File: src/rtl/uart_arb_pkg.sv
// uart_arb_pkg
//   Shared definitions for the UART transmit arbiter: FSM state encoding,
//   the line-feed byte that terminates a locked line, and the clog2 helper
//   used to size requester index ports.
package uart_arb_pkg;

  typedef enum logic [1:0] {
    ST_IDLE = 2'd0,
    ST_SEND = 2'd1,
    ST_LOCK = 2'd2
  } arb_state_e;

  localparam logic [7:0] LF = 8'h0A;

  // Index width for n requesters; never returns less than 1 bit.
  function automatic int clog2(input int n);
    int w;
    w = 0;
    while ((1 << w) < n) w++;
    return (w < 1) ? 1 : w;
  endfunction

endpackage

File: src/rtl/uart_tx_arbiter_rr_pick.sv
// rr_pick
//   Combinational round-robin picker. Scans the valid vector starting at
//   ptr and wrapping modulo NUM_REQ; the first set bit wins.
// Ports:
//   valid  in   NUM_REQ  request vector
//   ptr    in   IDX_W    first index to consider
//   grant  out  NUM_REQ  one-hot winner (0 when nothing valid)
//   idx    out  IDX_W    winner index (0 when nothing valid)
//   any    out  1        some request is valid
module rr_pick
  import uart_arb_pkg::*;
#(
  parameter int NUM_REQ = 4,
  parameter int IDX_W   = clog2(NUM_REQ)
) (
  input  logic [NUM_REQ-1:0] valid,
  input  logic [IDX_W-1:0]   ptr,
  output logic [NUM_REQ-1:0] grant,
  output logic [IDX_W-1:0]   idx,
  output logic               any
);

  int               cand;
  logic [IDX_W-1:0] cand_idx;

  always_comb begin
    grant    = '0;
    idx      = '0;
    any      = 1'b0;
    cand     = 0;
    cand_idx = '0;
    for (int k = 0; k < NUM_REQ; k++) begin
      cand = int'(ptr) + k;
      if (cand >= NUM_REQ) cand = cand - NUM_REQ;
      cand_idx = IDX_W'(cand);
      if (!any && valid[cand_idx]) begin
        any             = 1'b1;
        grant[cand_idx] = 1'b1;
        idx             = cand_idx;
      end
    end
  end

endmodule

File: src/rtl/uart_tx_arbiter.sv
// uart_tx_arbiter
//   Shares one simpleuart transmitter among NUM_REQ byte-stream requesters.
//   Round-robin grant in IDLE, one byte captured per grant, and the UART
//   data-register write is held until reg_dat_wait drops.
//   Optional line lock (macro UART_ARB_LINE_LOCK_EN): after a byte other
//   than LF, the grant stays with the same requester until it sends LF or
//   idles for LOCK_TIMEOUT cycles.
// Ports:
//   clk, resetn      clock, synchronous active-low reset
//   req_valid/data   per-requester byte valid and byte (8 bits each)
//   req_ready        one-hot accept, combinational
//   uart_enabled     grants in IDLE only while set
//   uart_dat_we/di   UART reg_dat_we / reg_dat_di
//   uart_dat_wait    UART reg_dat_wait
//   grant_id         last granted requester
//   busy             not IDLE
module uart_tx_arbiter
  import uart_arb_pkg::*;
#(
  parameter int NUM_REQ      = 4,
  parameter int LOCK_TIMEOUT = 1024
) (
  input  logic                        clk,
  input  logic                        resetn,
  input  logic [NUM_REQ-1:0]          req_valid,
  input  logic [8*NUM_REQ-1:0]        req_data,
  output logic [NUM_REQ-1:0]          req_ready,
  input  logic                        uart_enabled,
  output logic                        uart_dat_we,
  output logic [31:0]                 uart_dat_di,
  input  logic                        uart_dat_wait,
  output logic [clog2(NUM_REQ)-1:0]   grant_id,
  output logic                        busy
);

  localparam int         IDX_W = clog2(NUM_REQ);
  localparam logic [1:0] IDLE  = ST_IDLE;
  localparam logic [1:0] SEND  = ST_SEND;
`ifdef UART_ARB_LINE_LOCK_EN
  localparam logic [1:0]  LOCK      = ST_LOCK;
  localparam logic [15:0] LOCK_LAST = 16'(LOCK_TIMEOUT - 1);
`endif

  if (NUM_REQ < 2 || NUM_REQ > 8 || LOCK_TIMEOUT < 1 || LOCK_TIMEOUT > 65535) begin : g_param_check
    $error("uart_tx_arbiter: NUM_REQ or LOCK_TIMEOUT out of range");
  end

  logic [1:0]       state_q;
  logic [7:0]       byte_q;
  logic [IDX_W-1:0] grant_q;
  logic [IDX_W-1:0] rr_ptr_q;
  logic [IDX_W-1:0] ptr_next;
  logic [7:0]       req_byte [NUM_REQ];
  logic [NUM_REQ-1:0] pick_grant;
  logic [IDX_W-1:0] pick_idx;
  logic             pick_any;
  logic             take_idle;

  for (genvar i = 0; i < NUM_REQ; i++) begin : g_unpack
    assign req_byte[i] = req_data[8*i +: 8];
  end

  rr_pick #(
    .NUM_REQ (NUM_REQ),
    .IDX_W   (IDX_W)
  ) u_rr_pick (
    .valid (req_valid),
    .ptr   (rr_ptr_q),
    .grant (pick_grant),
    .idx   (pick_idx),
    .any   (pick_any)
  );

  // resetn gates the accept so no requester sees a handshake that reset drops.
  assign take_idle = resetn && (state_q == IDLE) && uart_enabled && pick_any;
  assign ptr_next  = (pick_idx == IDX_W'(NUM_REQ - 1)) ? '0 : pick_idx + 1'b1;

`ifdef UART_ARB_LINE_LOCK_EN
  logic        take_lock;
  logic [15:0] lock_cnt_q;
  assign take_lock = resetn && (state_q == LOCK) && req_valid[grant_q];
`endif

  always_comb begin
    req_ready = '0;
    if (take_idle) req_ready = pick_grant;
`ifdef UART_ARB_LINE_LOCK_EN
    if (take_lock) req_ready[grant_q] = 1'b1;
`endif
  end

  always_ff @(posedge clk) begin
    if (!resetn) begin
      state_q  <= IDLE;
      byte_q   <= '0;
      grant_q  <= '0;
      rr_ptr_q <= '0;
`ifdef UART_ARB_LINE_LOCK_EN
      lock_cnt_q <= '0;
`endif
    end else begin
      case (state_q)
        IDLE: begin
          if (take_idle) begin
            byte_q   <= req_byte[pick_idx];
            grant_q  <= pick_idx;
            rr_ptr_q <= ptr_next;
            state_q  <= SEND;
          end
        end
        SEND: begin
          if (!uart_dat_wait) begin
`ifdef UART_ARB_LINE_LOCK_EN
            if (byte_q != LF) begin
              state_q    <= LOCK;
              lock_cnt_q <= '0;
            end else begin
              state_q <= IDLE;
            end
`else
            state_q <= IDLE;
`endif
          end
        end
`ifdef UART_ARB_LINE_LOCK_EN
        LOCK: begin
          // rr_ptr stays put so the requester after the lock owner goes next.
          if (take_lock) begin
            byte_q  <= req_byte[grant_q];
            state_q <= SEND;
          end else if (lock_cnt_q == LOCK_LAST) begin
            state_q <= IDLE;
          end else begin
            lock_cnt_q <= lock_cnt_q + 16'd1;
          end
        end
`endif
        default: state_q <= IDLE;
      endcase
    end
  end

  assign uart_dat_we = (state_q == SEND);
  assign uart_dat_di = (state_q == SEND) ? {24'h0, byte_q} : 32'h0;
  assign grant_id    = grant_q;
  assign busy        = (state_q != IDLE);

endmodule

File: config.mk
export PLATFORM = sky130hd
export DESIGN_NAME = uart_tx_arbiter
export DESIGN_NICKNAME = d
export VERILOG_FILES = /design/src/rtl/uart_arb_pkg.sv /design/src/rtl/uart_tx_arbiter_rr_pick.sv /design/src/rtl/uart_tx_arbiter.sv
export SDC_FILE = /design/constraint.sdc
export NUM_CORES = 1
export LEC_CHECK = 0
export BUFFER_PORTS_ARGS = -buffer_cell sky130_fd_sc_hd__buf_4
export CORE_MARGIN = 5
export CORE_UTILIZATION = 46
export CTS_CLUSTER_SIZE = 20
export DETAILED_ROUTE_END_ITERATION = 16
export GPL_ROUTABILITY_DRIVEN = 0
export PLACE_DENSITY_LB_ADDON = 0.08
export SYNTH_ARGS = -nofsm -noshare
export SYNTH_HDL_FRONTEND = slang
export SYNTH_SLANG_ARGS = --single-unit
File: constraint.sdc
create_clock -name clk -period 4 [get_ports clk]
set_clock_uncertainty 0.2 [all_clocks]
set_input_delay 0.2 -clock clk [delete_from_list [all_inputs] [get_ports clk]]
set_output_delay 0.2 -clock clk [all_outputs]
set_load 0.05 [all_outputs]
# Word level (Yosys, flattened, before mapping)
# Index checks and enable logic that the tools add are counted.
[word_totals]
memories = 0
mem_bits_ro = 0
word_cells = 91
latchBits = 0
reg_bits = 14
output_inout_bits = 40
ramBits = 0
[classes]
div_mod_pow = 0
eq_ne = 4
add_sub_neg = 8
shifts = 0
magnitude_cmp = 13
n_mul = 0
mux = 41
n_reduce_logical = 17
bitwise = 4
[op_table]
columns = ["op", "n"]
rows = [
  ["2-to-1 mux 8 bit", 3],
  ["2-to-1 mux 2 bit", 11],
  ["2-to-1 mux 4 bit", 5],
  ["binary-select mux 8 bit (select 2 bit)", 1],
  ["greater-or-equal comparator 3 bit (second input constant)", 4],
  ["less-than comparator 2 x 3 -> 1 bit (second input constant)", 4],
  ["2-to-1 mux 1 bit", 12],
  ["bitwise OR 4 bit", 3],
  ["logical AND 1 bit", 10],
  ["binary-select mux 1 bit (select 2 bit)", 4],
  ["demux 1 bit (select 2 bit)", 4],
  ["greater-or-equal comparator 2 x 1 -> 1 bit (second input constant)", 4],
  ["subtractor 2 x 1 -> 2 bit (second input constant)", 4],
  ["adder 2 x 2 -> 3 bit (second input constant)", 2],
  ["!= test 2 bit (second input constant)", 2],
  ["one-hot mux 2 bit (2 select lines)", 1],
  ["AND reduction 2 bit", 2],
  ["adder 2 x 1 -> 3 bit (second input constant)", 1],
  ["greater-or-equal comparator 2 x 3 -> 1 bit (second input constant)", 1],
  ["zero test 1 bit", 3],
  ["inverter 2 -> 3 bit", 1],
  ["adder 2 x 1 -> 2 bit (second input constant)", 1],
  ["equality test 2 x 1 -> 1 bit (second input constant)", 1],
  ["equality test 2 bit (second input constant)", 1],
  ["other kinds (2)", 2],
]

# Longest topological paths before layout
# Gate-level depths: netlist (run 1).
[logic_depth]
ltp_word = 18
ltp_mapped = 12
depth_no_buf = 10

# Cells and area by module
# A second synthesis (run 1) with hierarchy kept.
[unflattened]
hier_cells = 149
hier_area_um2 = 1405.1
[by_module_without_submodules]
columns = ["mod", "seq_area_each_um2", "cells_each", "n_inst", "area_per_inst_um2"]
rows = [
  ["uart_tx_arbiter", 260.2, 104, 1, 983.4],
  ["rr_pick", 0.0, 45, 1, 421.7],
]

# Worst setup path before layout (run 1)
# No wires, ideal clock.
[synth_path]
kind = "flip-flop to output port"
start = "register rr_ptr_q[0]"
end = "output port req_ready[0]"
path_stages_with_launch = 9
slack_ns = 0.644
t_arrival_ns = 2.956
n_path_buf = 2
path_cell_list = "dfxtp_1 > buf_2 > inv_1 > ha_1 > buf_6 > mux4_2 > nor4b_4 > a221oi_1 > nor2_1"
[synth_via]
elab_chain_len = 16
elab_cells_between_ends = 62
[synth_rtl]
columns = ["item", "line", "source"]
rows = [
  ["start: declaration", "uart_tx_arbiter.sv:51", "logic [IDX_W-1:0] rr_ptr_q;"],
  ["start signal: assignment", "uart_tx_arbiter.sv:107", "rr_ptr_q <= ptr_next;"],
  ["parallel branches: the longest is 15 deep, another holds adder 2 x 1 -> 3 bit", "--", ""],
  ["2-to-1 mux 4 bit *", "uart_tx_arbiter.sv:86", "if (take_idle) req_ready = pick_grant;"],
  ["end: declaration", "uart_tx_arbiter.sv:27", "output logic [NUM_REQ-1:0] req_ready,"],
]
# Mark *: on every way between the ends. The select of a mux whose other input is x is not followed.

# Final worst setup path (run 1)
[layout_path]
start = "register rr_ptr_q[1]"
end = "register rr_ptr_q[1]"
[layout_via]
elab_chain_len = 16
elab_cells_between_ends = 42
[layout_rtl]
columns = ["item", "line", "source"]
rows = [
  ["parallel branches: the longest is 13 deep, another holds adder 2 x 1 -> 3 bit", "--", ""],
  ["2-to-1 mux 2 bit *", "uart_tx_arbiter_rr_pick.sv:36", "if (!any && valid[cand_idx]) begin"],
  ["adder 2 x 1 -> 2 bit or equality test 2 bit (tied branches)", "uart_tx_arbiter.sv:76", "assign ptr_next = (pick_idx == IDX_W'(NUM_REQ - 1)) ? '0 : pick_idx + 1'b1;"],
  ["2-to-1 mux 2 bit *", "uart_tx_arbiter.sv:76", ""],
  ["via ptr_next[1]", "uart_tx_arbiter.sv:52", "logic [IDX_W-1:0] ptr_next;"],
]
# Mark *: on every way through the listed nets, which the timed path passes. The select of a mux whose other input is x is not followed.
# A chain may end at the register's enable or synchronous reset.

==> run metrics, run 1 <==
H-tree Lvls 1; antenna violations before repair 0; clock share of power 0.147; DR DRC count 0; internal cell power around 300 uW; Psw 274 uW; crit path DAT 3.40 ns; cell count after synthesis 183; Clock Tree Root clkbuf_4; largest net degree at the start of global routing 17; Final ANT Viol Nets 0; Sequential Power Share 0.272; flops & latches, synth 13; # setup viols final 0; hold buffer count at cts 3; dpl hpwl ~3200 microns; CP Launch Type register; commonest non-fill, non-tap cell in the layout buf_4; Comb pwr share 0.581; CTS tree done; Worst Setup End Kind register; r2r setup slk 0.58 ns; Final Hold Fails 0; die width 68.3 microns; port bufs 55; Worst VDD drop between 0.00015 and 0.0002 V; CP Class register to register; fmax a little under 300 MHz; largest fanout on the critical path 14; asr flop ratio synth 0; Post-Syn Area approximately 1600 sq um; Initial Util 0.473; yosys warns 0; status completed; die extent in y 68.3 microns; Max-cap violations 0; die area ~4700 sq um; Slew headroom 0.322; ANT cells 0; IO Pins 80; synth unique cells 45; Placed Area roughly 1900 sq um; commonest non-fill, non-tap cells in the layout buf_4 (56), conb_1 (24), nor2_1 (13), dfxtp_1 (13), nand3_1 (12); RSZ-0062 raised after global routing no; worst skew pair latency between 0.2 and 0.3 ns; Slew @ Worst Pin ~1.0 ns; Most used DFF post-synth dfxtp_1; GRT Util Overall 0.171; Layout area overhead 23.3%; global-route wire length before repair ~6000 microns; Leakage 0.000905 uW; Sum Neg Setup Slack 0 ns; vias in the first global route between 1000 and 1500; clk slew on worst S/H paths ~0.080 ns; routed vias 1474; drt wl/cell ~14 microns; Post-CTS Setup Repair Bufs 0; clk buf depth 2; syn_area_per_cell ~8.6 sq um; Final Instance Area between 1500 and 2000 sq um; post-route total power ~580 uW; Critical Path RT 3.98 ns; total gr overflow 0; Initial DRC Count approximately 50; via density per instance roughly 5.3; Nets roughly 280; final core utilization 0.583; fin crit share 0.856; Slew Limit Fails 0; layout cell share with drive strength beyond 1 0.361; power density over the cells between 300 and 400 nW/um^2; WL final approximately 4000 microns; register area share after synthesis 0.166; Hold Worst Slack between 0.007 and 0.008 ns; Pre-antenna DRT Iters 4; post-route minimum period between 3 and 4 ns; CTS resizes 0; CTS sink cnt 13; fillers 317; Net Sw Frac 0.474; area of the core 3310 sq um; HP Class input pin to register; EDFF count, synth 0; Rows 21; Num CTS Buffers 3
cells by family after synthesis:
group,count (synthesis),synth area share
and+or+nand+nor,57,0.212
DFF,13,0.166
AOI/OAI and AO/OA,53,0.274
adders and majority gates,8,0.0640
muxes,11,0.105
other,1,0.00240
buffers and inverters,40,0.177
per-stage QoR:
step	instances	setup WS, ns
CTS	279	0.565
finish	279	0.578
floorplan	206	0.644
detailed placement	272	0.582
global route	279	0.367
global placement	272	0.688
layer usage:
metal	vias to the layer above	GRT usage	wire (microns)
li1	722	-	-
met1	656	0.202	1640
met2	82	0.296	1910
met3	14	0.0411	312
met4	0	0.0670	127
met5	-	0	0
critical path, stage by stage (launching register included):
cell and delay [ns]:
dfxtp_1 0.55, inv_1 0.14, ha_1 0.48, mux4_2 0.66, nor4b_4 0.37, a21oi_2 0.08
a31oi_4 0.39, ha_1 0.31, nand2_1 0.05, a21boi_0 0.08
final timing paths:
kind / start / endpoint / cells past startpoint
min reg2reg: grant_id[1] / grant_id[1] / 2
max reg2reg: rr_ptr_q[1] / rr_ptr_q[1] / 9
min: req_data[12] / byte_q[4] / 3
max: rr_ptr_q[1] / rr_ptr_q[1] / 9
cells in the mapped netlist, drive strengths merged, types with 2 or more instances:
cell type / n / area, sq um
a221oi: 9 / 110
a21boi: 5 / 37.5
and2: 9 / 56.3
mux4: 4 / 93.8
dfxtp: 13 / 260
a21oi: 7 / 50.1
and3: 5 / 33.8
nand2: 11 / 48.8
ha: 8 / 100
o21ai: 13 / 65.1
nand3: 12 / 60.1
inv: 4 / 15.0
nor2: 14 / 60.1
a22oi: 5 / 37.5
buf: 31 / 241
a211oi: 5 / 37.5
mux2i: 7 / 70.1
a211o: 2 / 18.8
clkbuf: 5 / 20.0
a31o: 3 / 26.3
cell type report:
class | instances | area, sq um | share of cell area
clock buffer | 4 | 26.3 | 0.0136
multi-input combinational | 153 | 1120 | 0.580
tap | 46 | 57.6 | 0.0298
sequential | 13 | 260 | 0.135
timing repair buffer | 59 | 450 | 0.233
inverter | 4 | 15.0 | 0.00778
state kept, by name (all words and copies together), names as in the netlist:
register	cells
byte_q	8
grant_id	2
rr_ptr_q	2
state_q	1
power groups by stage:
| stage | logic [uW] | registers (uW) | clock network [uW] |
|---|---|---|---|
| floorplan | 278 | 164 | 0 |
| global placement | 328 | 160 | 0 |
| detailed placement | 333 | 160 | 0 |
| CTS | 336 | 158 | 86.2 |
| global route | 363 | 160 | 94.7 |
| finish | 337 | 157 | 85.1 |
No activity file was read; power rests on OpenSTA's default activity.
==> run 2, diff against run 1 <==
--- a/config.mk
+++ b/config.mk
@@ -9,3 +9,3 @@
 export CORE_MARGIN = 5
-export CORE_UTILIZATION = 46
+export CORE_UTILIZATION = 45
 export CTS_CLUSTER_SIZE = 20
--- a/constraint.sdc
+++ b/constraint.sdc
@@ -4,2 +4,2 @@
 set_output_delay 0.2 -clock clk [all_outputs]
-set_load 0.05 [all_outputs]
+set_load 0.1 [all_outputs]
==> run metrics, run 2 (synthesis gave the netlist of run 1 again) <==
met3 Track Usage GR 0.0454 (+0.00433); die extent in y 69.0 microns (+0.94%); largest net degree at the start of global routing 17 (unchanged); worst skew pair latency 0.29 ns (about the same); GRT Util Overall 0.170 (-0.00168); H-tree Lvls 1 (unchanged); DR DRC count 0 (unchanged); Leakage 0.000897 uW (-0.92%); fillers 313 (-1.3%); total gr overflow 0 (unchanged); CTS sink cnt 13 (unchanged); Max-cap violations 0 (unchanged); Slew headroom 0.322 (about the same); grt peak-use layer met2; r2r setup slk 0.54 ns (-0.04 ns); layout cell share with drive strength beyond 1 0.364 (+0.00312); Worst path max stage delay 0.66 ns (about the same); dpl hpwl 3100 microns (-4.5%); Layout area overhead 22.0%; slowest library cell on the worst path mux4_2; Sum Neg Setup Slack 0 ns (unchanged); Post-CTS Setup Repair Bufs 0 (unchanged); drt wl/cell 14.2 microns (-0.44%); Critical Path RT 3.60 ns (-0.38 ns); ANT cells 0 (unchanged); Slew Limit Fails 0 (unchanged); Rows 21 (unchanged); IO Pins 80 (unchanged); commonest non-fill, non-tap cells in the layout buf_4 (56), conb_1 (24), nor2_1 (13), dfxtp_1 (13), nand3_1 (12); post-route minimum period 3.51 ns (+0.0828 ns); via density per instance 5.22 (-1.2%); met1 Track Usage GR 0.222 (+0.0205); Nets 280 (-0.71%); Largest Register byte_q; Slew @ Worst Pin 1.02 ns (-0.000148 ns); CP Launch Type register; commonest non-fill, non-tap cell in the layout buf_4; CTS tree done; Worst VDD drop 0.000145 V (-22%); Clock Tree Root clkbuf_4; fin crit share 0.876 (+0.0207); Worst Setup End Kind output port; routed vias 1446 (-1.9%); WL final 3940 microns (-1.2%); port bufs 55 (unchanged); Final ANT Viol Nets 0 (unchanged); post-route total power 658 uW (+14%); Initial Util 0.465 (-0.00739); HP Class input pin to register; die area 4760 sq um (+1.9%); flip-flop count of the largest register after layout 8 (unchanged); power density over the cells 345 nW/um^2 (+15%); RSZ-0062 raised after global routing no; CP Cell Sequence inv_1 > ha_1 > mux4_2 > nor4b_4 > a221oi_1 > nor2_1 > buf_4; status completed; largest fanout on the critical path 10 (-4); # setup viols final 0 (unchanged); global-route wire length before repair 6200 microns (+2.2%); Num CTS Buffers 3 (unchanged); Final Hold Fails 0 (unchanged); Pre-antenna DRT Iters 4 (unchanged); die width 69.0 microns (+0.94%); CP Class register to output port; clk slew on worst S/H paths 0.09 ns (about the same); antenna violations before repair 0 (unchanged); fmax 285 MHz (-2.4%); met2 GRT Util 0.285 (-0.0115); clk buf depth 2 (unchanged); Initial DRC Count 71 (+39%); area of the core 3360 sq um (+1.6%); crit path DAT 3.11 ns (-0.29 ns); vias in the first global route 1355 (-0.66%)
[run 2: through the flow]
stage | util | cells | cell area [sq um] | hold WS, ns | setup slack (ns)
after floorplan | - | 206 | 1650 | 0.143 | 0.0380
after global placement | 0.557 | 272 | 1870 | 0.230 | 0.681
after detailed placement | 0.557 | 272 | 1870 | 0.235 | 0.564
after CTS | 0.568 | 277 | 1910 | 0.0144 | 0.512
after global routing | 0.568 | 277 | 1910 | 0.0229 | 0.287
final | 0.568 | 277 | 1910 | 0.0171 | 0.495
[run 2: repair_timing]
item	CTS	global route
resized for setup	0	0
hold endpoints to repair	1	0
hold buffers	1	0
[run 2: critical path, delay by kind of cell, from the launching register on]
| family | cells | cell delay, ns |
|---|---|---|
| mux | 1 | 0.66 |
| flops | 1 | 0.57 |
| fa+ha+maj | 1 | 0.50 |
| simple gates | 2 | 0.49 |
| buf+inv | 2 | 0.44 |
| compound gates | 1 | 0.14 |
[run 2: final timing paths]
path                            cells after the start      endpoint    startpoint
worst max-delay path                                7  req_ready[2]   rr_ptr_q[1]
worst min-delay path                                3     byte_q[4]  req_data[12]
worst max register to register                      9   rr_ptr_q[0]   rr_ptr_q[1]
worst min register to register                      2   grant_id[1]   grant_id[1]
[run 2: layer usage]
layer	share of wire	vias to the layer above
met4	0.0038	0
met1	0.42	664
li1	-	717
met3	0.078	2
met2	0.50	63
met5	0	-
[run 2: cell type report]
class                      count  area (sq um)  share of cell area
clock buffer                   4          26.3              0.0138
timing repair buffer          57           430               0.225
inverter                       4          15.0             0.00786
multi-input combinational    153          1120               0.586
tap                           46          57.6              0.0301
sequential                    13           260               0.136
[run 2: where the power goes]
| group | internal (uW) | total (uW) | switching [uW] | leakage (uW) |
|---|---|---|---|---|
| clock network | 38.8 | 87.2 | 48.4 | 0.0000150 |
| logic | 119 | 414 | 294 | 0.000774 |
| registers | 145 | 157 | 12.0 | 0.000107 |
==> run 3, diff against run 2 <==
- ABC_AREA: default -> 1
- CORE_UTILIZATION: 45 -> 40
==> run metrics, run 3 <==
status completed; DR DRC count 0 (unchanged); fmax 308 MHz (+8.0%); die area 5420 sq um (+14%); port bufs 55 (unchanged); die width 73.6 microns (+6.7%); r2r setup slk 1.10 ns (+0.56 ns); GRT Util Overall 0.146 (-0.0234); register area share after synthesis 0.161 (-0.00553); largest fanout on the critical path 15 (+5); final non-filler cell total 365 (+32%); Final ANT Viol Nets 0 (unchanged); IO Pins 80 (unchanged); power density over the cells 429 nW/um^2 (+24%); Pre-antenna DRT Iters 4 (unchanged); EDFF count, synth 0 (unchanged); RSZ-0062 raised after global routing no; die extent in y 73.6 microns (+6.7%); Rows 23 (+9.5%); family with the most delay on the worst path buffers and inverters; via density per instance 4.53 (-13%); post-route minimum period 3.25 ns (-0.260 ns); Post-CTS Setup Repair Bufs 0 (unchanged); Post-Syn Area 1620 sq um (+3.4%); Most used DFF post-synth dfxtp_1; dpl hpwl 3330 microns (+7.3%); Num CTS Buffers 3 (unchanged); ANT cells 0 (unchanged); synth unique cells 28 (-38%); Max-cap violations 0 (unchanged); area of the core 3970 sq um (+18%); fillers 459 (+47%); top post-synthesis cells by area nand2_1 (19%), dfxtp_1 (16%), buf_4 (13%), nand3_1 (8.3%), inv_1 (6.5%); worst skew pair latency 0.24 ns (-0.05 ns); Clock Tree Root clkbuf_8; HP Class input pin to register; Largest Register byte_q; WL final 4110 microns (+4.4%); most frequent cell after synthesis nand2_1; # setup viols final 0 (unchanged); CP Cell Sequence inv_1 > ha_1 > inv_1 > nand3_1 > nand2_1 > inv_1 > nand4_1 > nand2_2 > inv_1 > nand2_1 > inv_1 > buf_4; Nets 364 (+30%); slowest library cell on the worst path dfxtp_1; drt wl/cell 11.3 microns (-21%); Initial Util 0.408 (-0.0577); syn_area_per_cell 6.18 sq um (-28%); Worst VDD drop 0.000158 V (+8.9%); commonest non-fill, non-tap cell in the layout nand2_1; Worst path max stage delay 0.49 ns (-0.17 ns); Leakage 0.00115 uW (+28%); CTS tree done; most frequent CP cell inv_1; flip-flop count of the largest register after layout 8 (unchanged); yosys warns 0 (unchanged); clk buf depth 2 (unchanged); CP Buf/Inv Count 6 (+4); Final Hold Fails 0 (unchanged); total gr overflow 0 (unchanged); Sum Neg Setup Slack 0 ns (unchanged); Synth top area share 0.188 (+0.0215); CTS resizes 0 (unchanged); clk slew on worst S/H paths 0.06 ns (-0.03 ns); global-route wire length before repair 6400 microns (+3.3%); vias in the first global route 1470 (+8.5%); CP Launch Type register; largest net degree at the start of global routing 16 (-1); asr flop ratio synth 0 (unchanged); Critical Path RT 3.60 ns (about the same); Initial DRC Count 69 (-2.8%); flops & latches, synth 13 (unchanged); Worst Setup End Kind output port; Cells after DPL 359 (+32%); routed vias 1653 (+14%); H-tree Lvls 1 (unchanged); commonest non-fill, non-tap cells in the layout nand2_1 (81), buf_4 (56), inv_1 (28); Layout area overhead 24.4%; crit path DAT 2.85 ns (-0.26 ns); cell count after synthesis 262 (+43%); cell type with the largest total area after synthesis nand2_1; CP Class register to output port; layout cell share with drive strength beyond 1 0.283 (-0.0811); CTS sink cnt 13 (unchanged); fin crit share 0.811 (-0.0650); most instantiated cells after synthesis nand2_1 (81), inv_1 (28), buf_4 (27), nand3_1 (27), nor2_1 (19); antenna violations before repair 0 (unchanged); Slew Limit Fails 0 (unchanged)
[run 3: cell type report]
| type | instances | area (sq um) | share of cell area |
|---|---|---|---|
| clock buffers | 4 | 45.0 | 0.0224 |
| inverters | 33 | 129 | 0.0640 |
| multi-input cells | 207 | 1080 | 0.535 |
| flip-flops and latches | 13 | 260 | 0.129 |
| well taps | 50 | 62.6 | 0.0311 |
| repair buffers | 58 | 440 | 0.219 |
[run 3: per-stage QoR]
stage | util | hold WS [ns] | cell area, sq um | power (uW) | setup slack, ns
floorplan | - | 0.136 | 1710 | 670 | 1.21
global placement | 0.491 | 0.231 | 1950 | 743 | 1.11
detailed placement | 0.491 | 0.232 | 1950 | 745 | 0.993
CTS | 0.507 | 0.00475 | 2010 | 868 | 0.717
global route | 0.507 | 0.0163 | 2010 | 927 | 0.493
finish | 0.507 | 0.00660 | 2010 | 863 | 0.755
[run 3: final timing paths]
check	start	end	depth (start not counted)
worst max-delay path	rr_ptr_q[1]	req_ready[3]	12
worst min-delay path	req_data[7]	byte_q[7]	3
worst max register to register	rr_ptr_q[1]	rr_ptr_q[1]	13
worst min register to register	byte_q[0]	byte_q[0]	2
[run 3: kinds of logic after synthesis]
| kind of cell | Yosys count | share of synthesized area |
|---|---|---|
| AO/OA/AOI/OAI | 23 | 0.0850 |
| adder cells (fa/ha/maj) | 8 | 0.0618 |
| buffers and inverters | 65 | 0.227 |
| flip-flops | 13 | 0.161 |
| other | 1 | 0.00232 |
| AND/OR/NAND/NOR | 152 | 0.463 |
[run 3: power by group]
group	switching (uW)	leakage, uW	internal [uW]	total [uW]
Combinational	432	0.00102	144	575
Sequential	15.7	0.000107	151	167
Clock	50.8	0.0000228	70.4	121
[run 3: tightest hold or removal path, delay by kind of cell]
kind | cells | cell delay, ns
AOI/OAI and AO/OA | 1 | 0.05
buffers and inverters | 1 | 0.08
and+or+nand+nor | 1 | 0.08
[run 3: layer usage]
metal	GRT usage	routed length, microns	share of wire
met1	0.199	1870	0.45
met2	0.240	1860	0.45
met3	0.0219	353	0.086
met4	0.0362	25	0.0061
met5	0	0	0
[run 3: repair_timing]
item / 4_1_cts / 5_1_grt
hold buffers: 2 / 0
setup endpoints to repair: 0 / 0
hold endpoints to repair: 2 / 0
